$ cat src/rtl/hazard_fwd_unit_if.sv
// Decode-side control bundle between the pipeline control unit and the hazard/forwarding unit.
// The control unit owns the master side; hazard_fwd_unit sits on the slave side.
interface hazard_fwd_unit_if #(
  parameter int unsigned REG_AW  = 4,
  parameter int unsigned NUM_SRC = 2,
  parameter int unsigned CNT_W   = 16
);

  // Decode stage information, presented once at issue
  logic                        id_valid;
  logic [NUM_SRC*REG_AW-1:0]   id_src_reg;
  logic [NUM_SRC-1:0]          id_src_used;
  logic [REG_AW-1:0]           id_dst_reg;
  logic                        id_reg_write;
  logic                        id_mem_read;

  // Pipeline control inputs
  logic                        flush;
  logic                        mem_busy;

  // Hazard and forwarding results
  logic                        stall_id;
  logic                        freeze;
  logic [2*NUM_SRC-1:0]        ex_fwd_sel;
  logic [NUM_SRC-1:0]          id_wb_bypass;
  logic [CNT_W-1:0]            load_use_cnt;

  modport master (
    output id_valid,
    output id_src_reg,
    output id_src_used,
    output id_dst_reg,
    output id_reg_write,
    output id_mem_read,
    output flush,
    output mem_busy,
    input  stall_id,
    input  freeze,
    input  ex_fwd_sel,
    input  id_wb_bypass,
    input  load_use_cnt
  );

  modport slave (
    input  id_valid,
    input  id_src_reg,
    input  id_src_used,
    input  id_dst_reg,
    input  id_reg_write,
    input  id_mem_read,
    input  flush,
    input  mem_busy,
    output stall_id,
    output freeze,
    output ex_fwd_sel,
    output id_wb_bypass,
    output load_use_cnt
  );

endinterface

$ cat src/rtl/hazard_fwd_unit.sv
// Hazard detection and operand forwarding for the 5-stage pipeline.
// Tracks a shadow copy of EX/MEM/WB control captured from decode at issue, and derives EX
// forwarding selects, ID write-through bypass, load-use stalls and the memory-busy freeze.
module hazard_fwd_unit #(
  parameter int unsigned REG_AW  = 4,
  parameter int unsigned NUM_SRC = 2,
  parameter int unsigned R0_ZERO = 0,
  parameter int unsigned CNT_W   = 16
) (
  input logic              clk,
  input logic              rst,
  hazard_fwd_unit_if.slave hz_io
);

  localparam int unsigned SrcW = NUM_SRC * REG_AW;

  // Forwarding select encodings
  localparam logic [1:0] SelRf  = 2'b00;
  localparam logic [1:0] SelMem = 2'b01;
  localparam logic [1:0] SelWb  = 2'b10;

  // ---------------------------------------------------------------------------------------------
  // Shadow pipeline state
  // ---------------------------------------------------------------------------------------------

  // EX shadow: full control plus source operands so EX forwarding can be resolved here
  logic              ex_valid_q, ex_valid_d;
  logic [REG_AW-1:0] ex_dst_q,   ex_dst_d;
  logic              ex_rw_q,    ex_rw_d;
  logic              ex_ld_q,    ex_ld_d;
  logic [SrcW-1:0]   ex_src_q,   ex_src_d;
  logic [NUM_SRC-1:0] ex_used_q, ex_used_d;

  // MEM shadow
  logic              mem_valid_q;
  logic [REG_AW-1:0] mem_dst_q;
  logic              mem_rw_q;
  logic              mem_ld_q;

  // WB shadow
  logic              wb_valid_q;
  logic [REG_AW-1:0] wb_dst_q;
  logic              wb_rw_q;
  logic              wb_ld_q;

  // Load-use stall counter
  logic [CNT_W-1:0]  cnt_q, cnt_d;

  // ---------------------------------------------------------------------------------------------
  // Match helper
  // ---------------------------------------------------------------------------------------------

  // A stage "writes r" when it holds a live register-writing instruction targeting r.
  // With R0_ZERO set, r0 is hardwired and never participates in a hazard.
  function automatic logic reg_hit(input logic              valid,
                                   input logic              reg_write,
                                   input logic [REG_AW-1:0] dst,
                                   input logic [REG_AW-1:0] r);
    logic r_ok;
    r_ok    = (R0_ZERO == 0) || (r != '0);
    reg_hit = valid & reg_write & (dst == r) & r_ok;
  endfunction

  // ---------------------------------------------------------------------------------------------
  // Per-source hazard detection
  // ---------------------------------------------------------------------------------------------

  logic [NUM_SRC-1:0]   lu_hit;
  logic [NUM_SRC-1:0]   ex_mem_hit;
  logic [NUM_SRC-1:0]   ex_wb_hit;
  logic [NUM_SRC-1:0]   wb_bypass;
  logic [2*NUM_SRC-1:0] fwd_sel;

  for (genvar k = 0; k < NUM_SRC; k++) begin : g_src
    logic [REG_AW-1:0] id_src;
    logic [REG_AW-1:0] ex_src;

    assign id_src = hz_io.id_src_reg[k*REG_AW +: REG_AW];
    assign ex_src = ex_src_q[k*REG_AW +: REG_AW];

    // Decode source k depends on the instruction currently in EX
    assign lu_hit[k] = hz_io.id_src_used[k] & reg_hit(ex_valid_q, ex_rw_q, ex_dst_q, id_src);

    // A load in MEM has no result yet, so it cannot source an EX/MEM forward
    assign ex_mem_hit[k] = ex_used_q[k] & ~mem_ld_q
                         & reg_hit(mem_valid_q, mem_rw_q, mem_dst_q, ex_src);
    assign ex_wb_hit[k]  = ex_used_q[k] & reg_hit(wb_valid_q, wb_rw_q, wb_dst_q, ex_src);

    // Write-through of the WB result into decode; the datapath prefers EX forwards over this
    assign wb_bypass[k] = hz_io.id_valid & reg_hit(wb_valid_q, wb_rw_q, wb_dst_q, id_src);

    // Younger MEM result wins over the older WB result
    assign fwd_sel[2*k +: 2] = ex_mem_hit[k] ? SelMem :
                               ex_wb_hit[k]  ? SelWb  : SelRf;
  end

  // ---------------------------------------------------------------------------------------------
  // Stall / freeze control
  // ---------------------------------------------------------------------------------------------

  logic load_use;
  logic lu_stall;
  logic issue;
  logic advance;

  assign load_use = hz_io.id_valid & ex_ld_q & (|lu_hit);
  // A flush kills the consumer, so there is nothing left to stall for
  assign lu_stall = load_use & ~hz_io.flush;
  assign issue    = hz_io.id_valid & ~hz_io.flush & ~load_use;
  assign advance  = ~hz_io.mem_busy;

  // Combinational outputs, forced quiet while reset is asserted
  always_comb begin
    hz_io.stall_id     = 1'b0;
    hz_io.freeze       = 1'b0;
    if (!rst) begin
      hz_io.stall_id = lu_stall | hz_io.mem_busy;
      hz_io.freeze   = hz_io.mem_busy;
    end
    hz_io.ex_fwd_sel   = fwd_sel;
    hz_io.id_wb_bypass = wb_bypass;
    hz_io.load_use_cnt = cnt_q;
  end

  // ---------------------------------------------------------------------------------------------
  // Next-state
  // ---------------------------------------------------------------------------------------------

  // Next EX shadow: decode fields on issue, otherwise a bubble. A bubble also clears the used
  // bits so its (meaningless) sources never request a forward.
  always_comb begin
    ex_valid_d = 1'b0;
    ex_dst_d   = hz_io.id_dst_reg;
    ex_rw_d    = hz_io.id_reg_write;
    ex_ld_d    = hz_io.id_mem_read;
    ex_src_d   = hz_io.id_src_reg;
    ex_used_d  = '0;
    if (issue) begin
      ex_valid_d = 1'b1;
      ex_used_d  = hz_io.id_src_used;
    end
  end

  // Saturating load-use stall counter
  always_comb begin
    cnt_d = cnt_q;
    if (lu_stall && (cnt_q != '1)) begin
      cnt_d = cnt_q + CNT_W'(1);
    end
  end

  // ---------------------------------------------------------------------------------------------
  // State registers
  // ---------------------------------------------------------------------------------------------

  // Shadow pipeline and counter; everything holds while the memory is busy
  always_ff @(posedge clk) begin
    if (rst) begin
      ex_valid_q  <= 1'b0;
      ex_used_q   <= '0;
      mem_valid_q <= 1'b0;
      wb_valid_q  <= 1'b0;
      cnt_q       <= '0;
    end else if (advance) begin
      ex_valid_q  <= ex_valid_d;
      ex_dst_q    <= ex_dst_d;
      ex_rw_q     <= ex_rw_d;
      ex_ld_q     <= ex_ld_d;
      ex_src_q    <= ex_src_d;
      ex_used_q   <= ex_used_d;

      mem_valid_q <= ex_valid_q;
      mem_dst_q   <= ex_dst_q;
      mem_rw_q    <= ex_rw_q;
      mem_ld_q    <= ex_ld_q;

      wb_valid_q  <= mem_valid_q;
      wb_dst_q    <= mem_dst_q;
      wb_rw_q     <= mem_rw_q;
      wb_ld_q     <= mem_ld_q;

      cnt_q       <= cnt_d;
    end
  end

  // The WB load flag is tracked for completeness of the shadow; nothing downstream needs it.
  logic unused_wb_ld;
  assign unused_wb_ld = wb_ld_q;

endmodule

$ cat src/flat_wrapper.sv
// flat-port wrapper written by rule: the top's interface ports become plain ports
module hazard_fwd_unit_flat 
#(
  parameter int unsigned REG_AW  = 4,
  parameter int unsigned NUM_SRC = 2,
  parameter int unsigned R0_ZERO = 0,
  parameter int unsigned CNT_W   = 16
)
  (clk, rst, hz_io_id_valid, hz_io_id_src_reg, hz_io_id_src_used, hz_io_id_dst_reg, hz_io_id_reg_write, hz_io_id_mem_read, hz_io_flush, hz_io_mem_busy, hz_io_stall_id, hz_io_freeze, hz_io_ex_fwd_sel, hz_io_id_wb_bypass, hz_io_load_use_cnt);
  hazard_fwd_unit_if #(.REG_AW(REG_AW), .NUM_SRC(NUM_SRC), .CNT_W(CNT_W)) hz_io_i ();
  input logic clk;
  input logic rst;
  input wire logic [$bits(hz_io_i.id_valid)-1:0] hz_io_id_valid;
  input wire logic [$bits(hz_io_i.id_src_reg)-1:0] hz_io_id_src_reg;
  input wire logic [$bits(hz_io_i.id_src_used)-1:0] hz_io_id_src_used;
  input wire logic [$bits(hz_io_i.id_dst_reg)-1:0] hz_io_id_dst_reg;
  input wire logic [$bits(hz_io_i.id_reg_write)-1:0] hz_io_id_reg_write;
  input wire logic [$bits(hz_io_i.id_mem_read)-1:0] hz_io_id_mem_read;
  input wire logic [$bits(hz_io_i.flush)-1:0] hz_io_flush;
  input wire logic [$bits(hz_io_i.mem_busy)-1:0] hz_io_mem_busy;
  output wire logic [$bits(hz_io_i.stall_id)-1:0] hz_io_stall_id;
  output wire logic [$bits(hz_io_i.freeze)-1:0] hz_io_freeze;
  output wire logic [$bits(hz_io_i.ex_fwd_sel)-1:0] hz_io_ex_fwd_sel;
  output wire logic [$bits(hz_io_i.id_wb_bypass)-1:0] hz_io_id_wb_bypass;
  output wire logic [$bits(hz_io_i.load_use_cnt)-1:0] hz_io_load_use_cnt;
  assign hz_io_i.id_valid = hz_io_id_valid;
  assign hz_io_i.id_src_reg = hz_io_id_src_reg;
  assign hz_io_i.id_src_used = hz_io_id_src_used;
  assign hz_io_i.id_dst_reg = hz_io_id_dst_reg;
  assign hz_io_i.id_reg_write = hz_io_id_reg_write;
  assign hz_io_i.id_mem_read = hz_io_id_mem_read;
  assign hz_io_i.flush = hz_io_flush;
  assign hz_io_i.mem_busy = hz_io_mem_busy;
  assign hz_io_stall_id = hz_io_i.stall_id;
  assign hz_io_freeze = hz_io_i.freeze;
  assign hz_io_ex_fwd_sel = hz_io_i.ex_fwd_sel;
  assign hz_io_id_wb_bypass = hz_io_i.id_wb_bypass;
  assign hz_io_load_use_cnt = hz_io_i.load_use_cnt;
  hazard_fwd_unit #(.REG_AW(REG_AW), .NUM_SRC(NUM_SRC), .R0_ZERO(R0_ZERO), .CNT_W(CNT_W)) u_core (.clk(clk), .rst(rst), .hz_io(hz_io_i));
endmodule
$ cat config.mk
export PLATFORM = sky130hd
export DESIGN_NAME = hazard_fwd_unit_flat
export DESIGN_NICKNAME = d
export VERILOG_FILES = /design/src/rtl/hazard_fwd_unit_if.sv /design/src/rtl/hazard_fwd_unit.sv /design/src/flat_wrapper.sv
export SDC_FILE = /design/constraint.sdc
export NUM_CORES = 1
export LEC_CHECK = 0
export CAP_MARGIN = 15
export CELL_PAD_IN_SITES_DETAIL_PLACEMENT = 1
export CELL_PAD_IN_SITES_GLOBAL_PLACEMENT = 1
export CORE_MARGIN = 2
export CORE_UTILIZATION = 36
export DETAILED_ROUTE_END_ITERATION = 7
export PLACE_DENSITY_LB_ADDON = 0.1
export SLEW_MARGIN = 20
export SYNTH_ARGS = -nofsm -noshare
export SYNTH_HDL_FRONTEND = slang
export SYNTH_SLANG_ARGS = --single-unit
$ cat constraint.sdc
create_clock -name clk -period 2.4 [get_ports clk]
set_clock_uncertainty 0.05 [all_clocks]
set_input_delay 0.48 -clock clk [delete_from_list [all_inputs] [get_ports clk]]
set_output_delay 0.48 -clock clk [all_outputs]
set_load 0.03 [all_outputs]
======== Word-level counts from Yosys, hierarchy flattened ========
Cells that the tools add are included.
storage, ports and cells
  register bits ........................... 46
  input bits .............................. 21
  output and inout bits ................... 24
  word-level logic and storage cells ...... 68
cells by class
  $add $sub $neg .......................... 1
  eq/ne operators ......................... 9
  multiplexer cells ....................... 8
  bitwise logic cells ..................... 32
  reductions and logical operators ........ 4
operators by type and width
  kind                                                              number
  4-bit equality test                                               8
  1-bit bitwise AND                                                 26
  16-bit by 1-bit adder with 16-bit output (second input constant)  1
  16-bit inequality test (second input constant)                    1
  2-bit 2-to-1 mux                                                  5
  1-bit NOT                                                         5
  2-bit AND reduction                                               2
  1-bit 2-to-1 mux                                                  3
  2-bit OR reduction                                                1
  1-bit logical AND                                                 1
  1-bit bitwise OR                                                  1

======== Logic depth before layout (Yosys ltp) ========
Gate-level depths: netlist (run 1).
  depth in word-level cells ............... 8
  gate-level depth with buffers ........... 7
  depth with buffers taken out ............ 6

======== Worst setup path after synthesis (run 1) ========
No wires, ideal clock.
  path type ............................... input to register
  start point ............................. in hz_io_mem_busy
  end point ............................... reg u_core.ex_used_q[0]
  library setup time ...................... 0.060 ns
  arrival ................................. 2.279 ns
  data required time ...................... 2.290 ns
  path slack .............................. 0.011 ns
  stages .................................. 4
  buffers on the path ..................... 1
  cells stage by stage .................... clkbuf_1 -> nor2_1 -> and4b_1 -> a22o_1
RTL lines
  what                  RTL line                source
  from (decl)           flat_wrapper.sv:20      input wire logic [$bits(hz_io_i.mem_busy)-1:0] hz_io_mem_busy;
  to (signal assigned)  hazard_fwd_unit.sv:170  ex_used_q <= ex_used_d;
  to (decl)             hazard_fwd_unit.sv:32   logic [NUM_SRC-1:0] ex_used_q, ex_used_d;

======== Worst setup path after layout (run 1) ========
  start point ............................. reg u_core.mem_dst_q[2]
  end point ............................... out hz_io_ex_fwd_sel[1]
on the way
  cells in the longest elaborated chain, start to end .. 4
RTL lines
  what                    RTL line                source
  from (decl)             hazard_fwd_unit.sv:36   logic [REG_AW-1:0] mem_dst_q;
  from (signal assigned)  hazard_fwd_unit.sv:173  mem_dst_q <= ex_dst_q;
  4-bit equality test     hazard_fwd_unit.sv:61   reg_hit = valid & reg_write & (dst == r) & r_ok;
  1-bit bitwise AND       hazard_fwd_unit.sv:61
  1-bit bitwise AND       hazard_fwd_unit.sv:86   & reg_hit(mem_valid_q, mem_rw_q, mem_dst_q, ex_src);
  2-bit 2-to-1 mux        hazard_fwd_unit.sv:93   assign fwd_sel[2*k +: 2] = ex_mem_hit[k] ? SelMem :
  to (decl)               flat_wrapper.sv:23      output wire logic [$bits(hz_io_i.ex_fwd_sel)-1:0] hz_io_ex_fwd_sel;
Every way passes these cells.

==> impl_metrics.py, run 1 <==
metrics = {
    "timing": {
        "finalSetupViolCount": 0,
        "finalHoldViolCount": 0,
        "slew_violations": 0,
        "tightestPinTransition_ps": 315,
        "hold-worst-slack_ps": 414,
        "postLayoutSetupSlackWorst_ps": 51.2,
        "min_period_ps": 2350,
        "rsz0062_at_grt": "yes",
        "fin_crit_sh": 0.979,
        "slew_headroom": 0.790,
        "clock.fmax_mhz": 426,
        "fin_tns_setup_ps": 0,
    },
    "logic_synthesis": {
        "yosys.area.top_type_share": 0.331,
        "synth.avg_cell_area_sq_um": 11.0,
        "synth_edf_count": 25,
        "syn-num-nets": 227,
        "syn_area_sq_um": 2260,
        "synth_cells": 205,
        "synth_top_area_cell": "edfxtp_1",
        "synth_warnings": 0,
        "synth_most_common_cell": "edfxtp_1",
        "yosysSeqAreaShare": 0.517,
        "ys.flop_type": "edfxtp_1",
        "async_flop_share": 0,
        "yosysUniqueCellTypes": 41,
        "synth_commonest_cells": "edfxtp_1 (25), dfxtp_1 (21), nor2_1 (17), xnor2_1 (16), xor2_1 (16)",
        "synth.area.top_cells": "edfxtp_1 (33%), dfxtp_1 (19%), xnor2_1 (6.2%), xor2_1 (6.2%), mux2_2 (3.5%)",
        "ys_seq_elements": 46,
    },
    "clock_tree": {
        "cts_buffers": 5,
        "cts_tree": "done",
        "clk_latency_ps": 300,
        "h-tree-depth": 2,
        "cts.clk_slew.worst_paths_ps": 90,
        "clockRootBuffer": "clkbuf_8",
        "hold_buffers": 0,
        "cts_buffer_depth": 2,
        "clock-sinks": 46,
    },
    "floorplan": {
        "num_rows": 28,
        "start_util": 0.378,
        "boundaryPins": 45,
        "fp.dieH_microns": 83.3,
        "fp.coreArea_sq_um": 5990,
        "dieArea_sq_um": 6940,
        "dieWidth_microns": 83.3,
    },
    "outcome": {
        "status": "completed",
    },
    "drt": {
        "drt-wirelength-per-cell_microns": 16.0,
        "drt_iter0_markers": 80,
        "vias": 1781,
        "routed_wirelength_microns": 5480,
        "ant_nets": 0,
        "avgViaCountPerCell": 5.21,
        "drc": 0,
        "first_pass_iters": 4,
    },
    "critical_path": {
        "path_class": "reg2out",
        "slowest_delay_ps": 420,
        "r2r_cells": 6,
        "crit_start": "u_core.mem_dst_q[2]",
        "reg2reg_from": "u_core.ex_dst_q[0]",
        "endpoint": "hz_io_ex_fwd_sel[1]",
        "end_kind": "output pin",
        "startpoint_type": "flop",
        "cp.required_ps": 1870,
        "crit_chain": "buf_4 > xor2_1 > nor4_2 > and3_1 > nor3_1 > clkdlybuf4s15_2",
        "cp_data_arrival_time_ps": 1820,
        "r2r_slack_ps": 200,
        "regToRegEndpoint": "u_core.hz_io.load_use_cnt[10]",
        "cpMaxStageDelayCell": "edfxtp_1",
        "crit_fanout": 2,
    },
    "global_route": {
        "grt_overflow": 0,
        "grt_use_total": 0.164,
        "grt_max_degree": 26,
        "first_global_vias": 1866,
        "antenna_found_initial": 0,
        "grt_pass1_wl_microns": 9140,
    },
    "cells_and_area": {
        "drive_above_1_share": 0.210,
        "diodes": 0,
        "stdcell_area_sq_um": 3020,
        "area_delta_synth_final_pct": 33.3,
        "final_cells": 342,
        "fin_util": 0.504,
        "nets": 288,
    },
    "placed_design": {
        "place_ws_ps": -395,
        "placed_area_sq_um": 2890,
        "gp_congestion": 0.734,
        "port_buffers": 44,
        "dp_cells": 333,
        "dp_hpwl_microns": 4230,
    },
    "power": {
        "power_leakage_nw": 1.06,
        "vdd_drop_max_mv": 0.193,
        "pwr_density_cell_nw_per_um2": 497,
        "power_mw": 1.50,
    },
    "hold_path": {
        "hold_path.class": "reg2reg",
        "hp-start": "u_core.ex_ld_q",
    },
    "job": {
        "maxCapViolCount": 0,
    },
}
[logic make-up (layout without fill, tap and decap cells)]
kind of cell	Yosys count	after routing	share of synthesized area
AND/OR/NAND/NOR	85	85	0.222
multiplexers	10	10	0.0486
AO/OA/AOI/OAI	19	19	0.0558
flip-flops	46	46	0.517
buffers and inverters	12	74	0.0271
XOR/XNOR	32	32	0.124
adder cells (fa/ha/maj)	1	1	0.00552
[routing by layer]
metal | vias to the layer above | wire (microns) | global-route usage
li1 | 872 | - | -
met1 | 876 | 2410 | 0.196
met2 | 28 | 2840 | 0.290
met3 | 5 | 173 | 0.0398
met4 | 0 | 57 | 0.0477
met5 | - | 0 | 0
[where the power goes]
group	internal (mW)	leakage (nW)	switching [mW]	total (mW)
clock network	0.203	0.0450	0.265	0.468
registers	0.857	0.404	0.0229	0.880
logic	0.0773	0.609	0.0749	0.152
[worst max-delay path, delay by kind of cell, from the launching register on]
family / cells / cell delay, ps
xor+xnor: 1 / 150
buf+inv: 2 / 430
flops: 1 / 420
simple gates: 3 / 510
[layout make-up]
class | count | area (sq um)
sequential | 46 | 1170
multi-input combinational | 147 | 1080
clock inverter | 2 | 10.0
fill | 658 | 2970
timing repair buffer | 65 | 582
tap | 75 | 93.8
inverter | 1 | 3.75
clock buffer | 6 | 72.6
[placed cells by master, fill, tap and decap left out, types with 2 or more instances in the layout]
cell             instances
buf_2                    2
clkdlybuf4s50_1         27
edfxtp_1                25
a22o_1                   2
mux2_2                   7
nor2b_1                  9
o31ai_1                  5
nor4_1                   4
dlygate4sd2_1            9
nand2_1                  7
nor4_2                   3
nand2b_1                 2
nor3_1                   5
or4_1                    7
o21ai_0                  3
clkbuf_8                 5
clkinv_2                 2
nand4_1                  6
nand3_1                 11
xor2_1                  15
a21oi_1                  6
dfxtp_1                 21
buf_4                   24
xnor2_1                 16
mux2i_1                  2
nor2_1                  16
nor4b_2                  2
[worst min-delay path by stage]
| stage | end | slack [ps] | cells past startpoint |
|---|---|---|---|
| 3_5_place_dp | u_core.mem_ld_q | 380 | 0 |
| 6_report | u_core.mem_ld_q | 410 | 0 |
| 5_1_grt | u_core.mem_ld_q | 430 | 0 |
| 2_1_floorplan | u_core.mem_ld_q | 370 | 0 |
| 3_3_place_gp | u_core.mem_ld_q | 380 | 0 |
| 4_1_cts | u_core.mem_ld_q | 410 | 0 |
[sequential cells by signal (all words and copies together), names as in the netlist]
signal and cells:
u_core.ex_used_q 2, u_core.hz_io.load_use_cnt 16, u_core.mem_valid_q 1, u_core.mem_dst_q 4, u_core.ex_ld_q 1, u_core.wb_rw_q 1, u_core.ex_src_q 8, u_core.ex_dst_q 4
u_core.ex_rw_q 1, u_core.wb_dst_q 4, u_core.mem_rw_q 1, u_core.mem_ld_q 1, u_core.wb_valid_q 1, u_core.ex_valid_q 1
[repair_timing]
action,CTS,global route
pin swaps,10,6
resized for setup,28,5
endpoints found under the setup margin,14,4
setup buffers,1,1
endpoints found under the hold margin,0,0
Power figures use the tool's default switching activity.
==> run 2, diff against run 1 <==
CORE_UTILIZATION = 38   (was 36)
CTS_BUF_LIST = sky130_fd_sc_hd__clkbuf_4   (was unset)
==> impl_metrics.py, run 2 (synthesis gave the netlist of run 1 again) <==
metrics = {
    "critical_path": {
        "cp_data_arrival_time_ps": 2030,
        "crit_chain": "clkdlybuf4s50_1 > xor2_2 > nor4_4 > a32oi_2 > buf_4 > nor2_2 > o21ba_2 > buf_6",
        "startpoint_type": "primary input",
        "end_kind": "output pin",
        "path_class": "in2out",
        "cpMaxStageDelayCell": "clkdlybuf4s50_1",
        "cp.required_ps": 1870,
        "cp_num_buf_inv": 3,
        "slowest_delay_ps": 530,
        "path_depth": 8,
        "r2r_cells": 9,
        "critPathTopFamily": "buffers and inverters",
        "crit_fanout": 2,
    },
    "placed_design": {
        "gp_congestion": 0.756,
        "port_buffers": 44,
        "dp_cells": 334,
        "place_ws_ps": -414,
        "placed_area_sq_um": 2890,
        "dp_hpwl_microns": 4130,
    },
    "global_route": {
        "grt_use_total": 0.177,
        "grt_max_degree": 27,
        "grt_pass1_wl_microns": 8800,
        "antenna_found_initial": 0,
        "first_global_vias": 1840,
        "grt_overflow": 0,
    },
    "hold_path": {
        "worstHoldPathCells": 0,
        "hold_path.class": "reg2reg",
    },
    "timing": {
        "rsz0062_at_grt": "yes",
        "slew_headroom": 0.725,
        "slew_violations": 0,
        "postLayoutSetupSlackWorst_ps": -160,
        "clock.fmax_mhz": 391,
        "tightestPinTransition_ps": 413,
        "hold-worst-slack_ps": 427,
        "finalHoldViolCount": 0,
        "finalSetupViolCount": 7,
        "fin_crit_sh": 1.07,
        "min_period_ps": 2560,
    },
    "cells_and_area": {
        "diodes": 0,
        "stdcell_area_sq_um": 3200,
        "nets": 294,
        "fillers": 657,
        "final_cells": 348,
        "final_cell_mix": "clkdlybuf4s50_1 (29), buf_4 (29), edfxtp_1 (25), dfxtp_1 (21), xnor2_1 (16)",
        "area_delta_synth_final_pct": 41.2,
        "drive_above_1_share": 0.278,
        "largest_register_ffs": 16,
    },
    "floorplan": {
        "start_util": 0.387,
        "num_rows": 28,
        "fp.dieH_microns": 81.2,
        "boundaryPins": 45,
        "fp.coreArea_sq_um": 5850,
        "dieArea_sq_um": 6590,
        "dieWidth_microns": 81.2,
    },
    "drt": {
        "vias": 1782,
        "drt-wirelength-per-cell_microns": 16.7,
        "routed_wirelength_microns": 5820,
        "ant_nets": 0,
        "first_pass_iters": 4,
        "drt_iter0_markers": 45,
        "avgViaCountPerCell": 5.12,
        "drc": 0,
    },
    "job": {
        "maxCapViolCount": 0,
    },
    "clock_tree": {
        "clock-sinks": 46,
        "cts_tree": "done",
        "h-tree-depth": 2,
        "hold_buffers": 0,
        "clockRootBuffer": "clkbuf_4",
        "cts_buffers": 5,
        "cts.clk_slew.worst_paths_ps": 130,
        "cts_buffer_depth": 2,
        "clk_latency_ps": 360,
    },
    "power": {
        "power_mw": 1.52,
        "pwr_density_cell_nw_per_um2": 476,
        "power_leakage_nw": 1.18,
        "vdd_drop_max_mv": 0.217,
    },
    "outcome": {
        "status": "finished, violations left",
        "violations": "setup timing",
    },
}
run 2: layer usage:
| layer | track usage | up-vias | part of all wire |
|---|---|---|---|
| met5 | 0 | - | 0 |
| met4 | 0.0593 | 0 | 0.0094 |
| met3 | 0.0333 | 6 | 0.022 |
| met2 | 0.323 | 29 | 0.55 |
| met1 | 0.208 | 868 | 0.42 |
| li1 | - | 879 | - |
run 2: area by class of cell:
type | instances | area, sq um | area share
Multi-Input combinational cell | 147 | 1210 | 0.380
Clock inverter | 2 | 37.5 | 0.0117
Tap cell | 75 | 93.8 | 0.0294
Clock buffer | 6 | 45.0 | 0.0141
Timing Repair Buffer | 71 | 631 | 0.197
Sequential cell | 46 | 1170 | 0.366
Inverter | 1 | 3.75 | 0.00117
run 2: path summary, 6_finish.rpt:
path	start	end	slack (ps)
max	hz_io_id_src_reg[4]	hz_io_stall_id	-160
min	u_core.mem_rw_q	u_core.wb_rw_q	430
max reg2reg	u_core.ex_dst_q[0]	u_core.hz_io.load_use_cnt[8]	-60
min reg2reg	u_core.mem_rw_q	u_core.wb_rw_q	430
run 2: per-stage QoR:
stage	util	TNS, ps
after floorplan	-	0
after global placement	0.494	-5640
after detailed placement	0.494	-5590
after CTS	0.518	-490
after global routing	0.546	-1660
final	0.546	-515
run 2: where the power goes:
part	internal (mW)	switching (mW)	total (mW)
Combinational	0.0797	0.0792	0.159
Sequential	0.857	0.0235	0.881
Clock	0.231	0.250	0.481
Total	1.17	0.353	1.52
run 2: what timing repair did:
item	in CTS	in global routing
gates resized for setup	31	30
buffers inserted	4	2
setup endpoints to repair	8	16
pin swaps	9	13
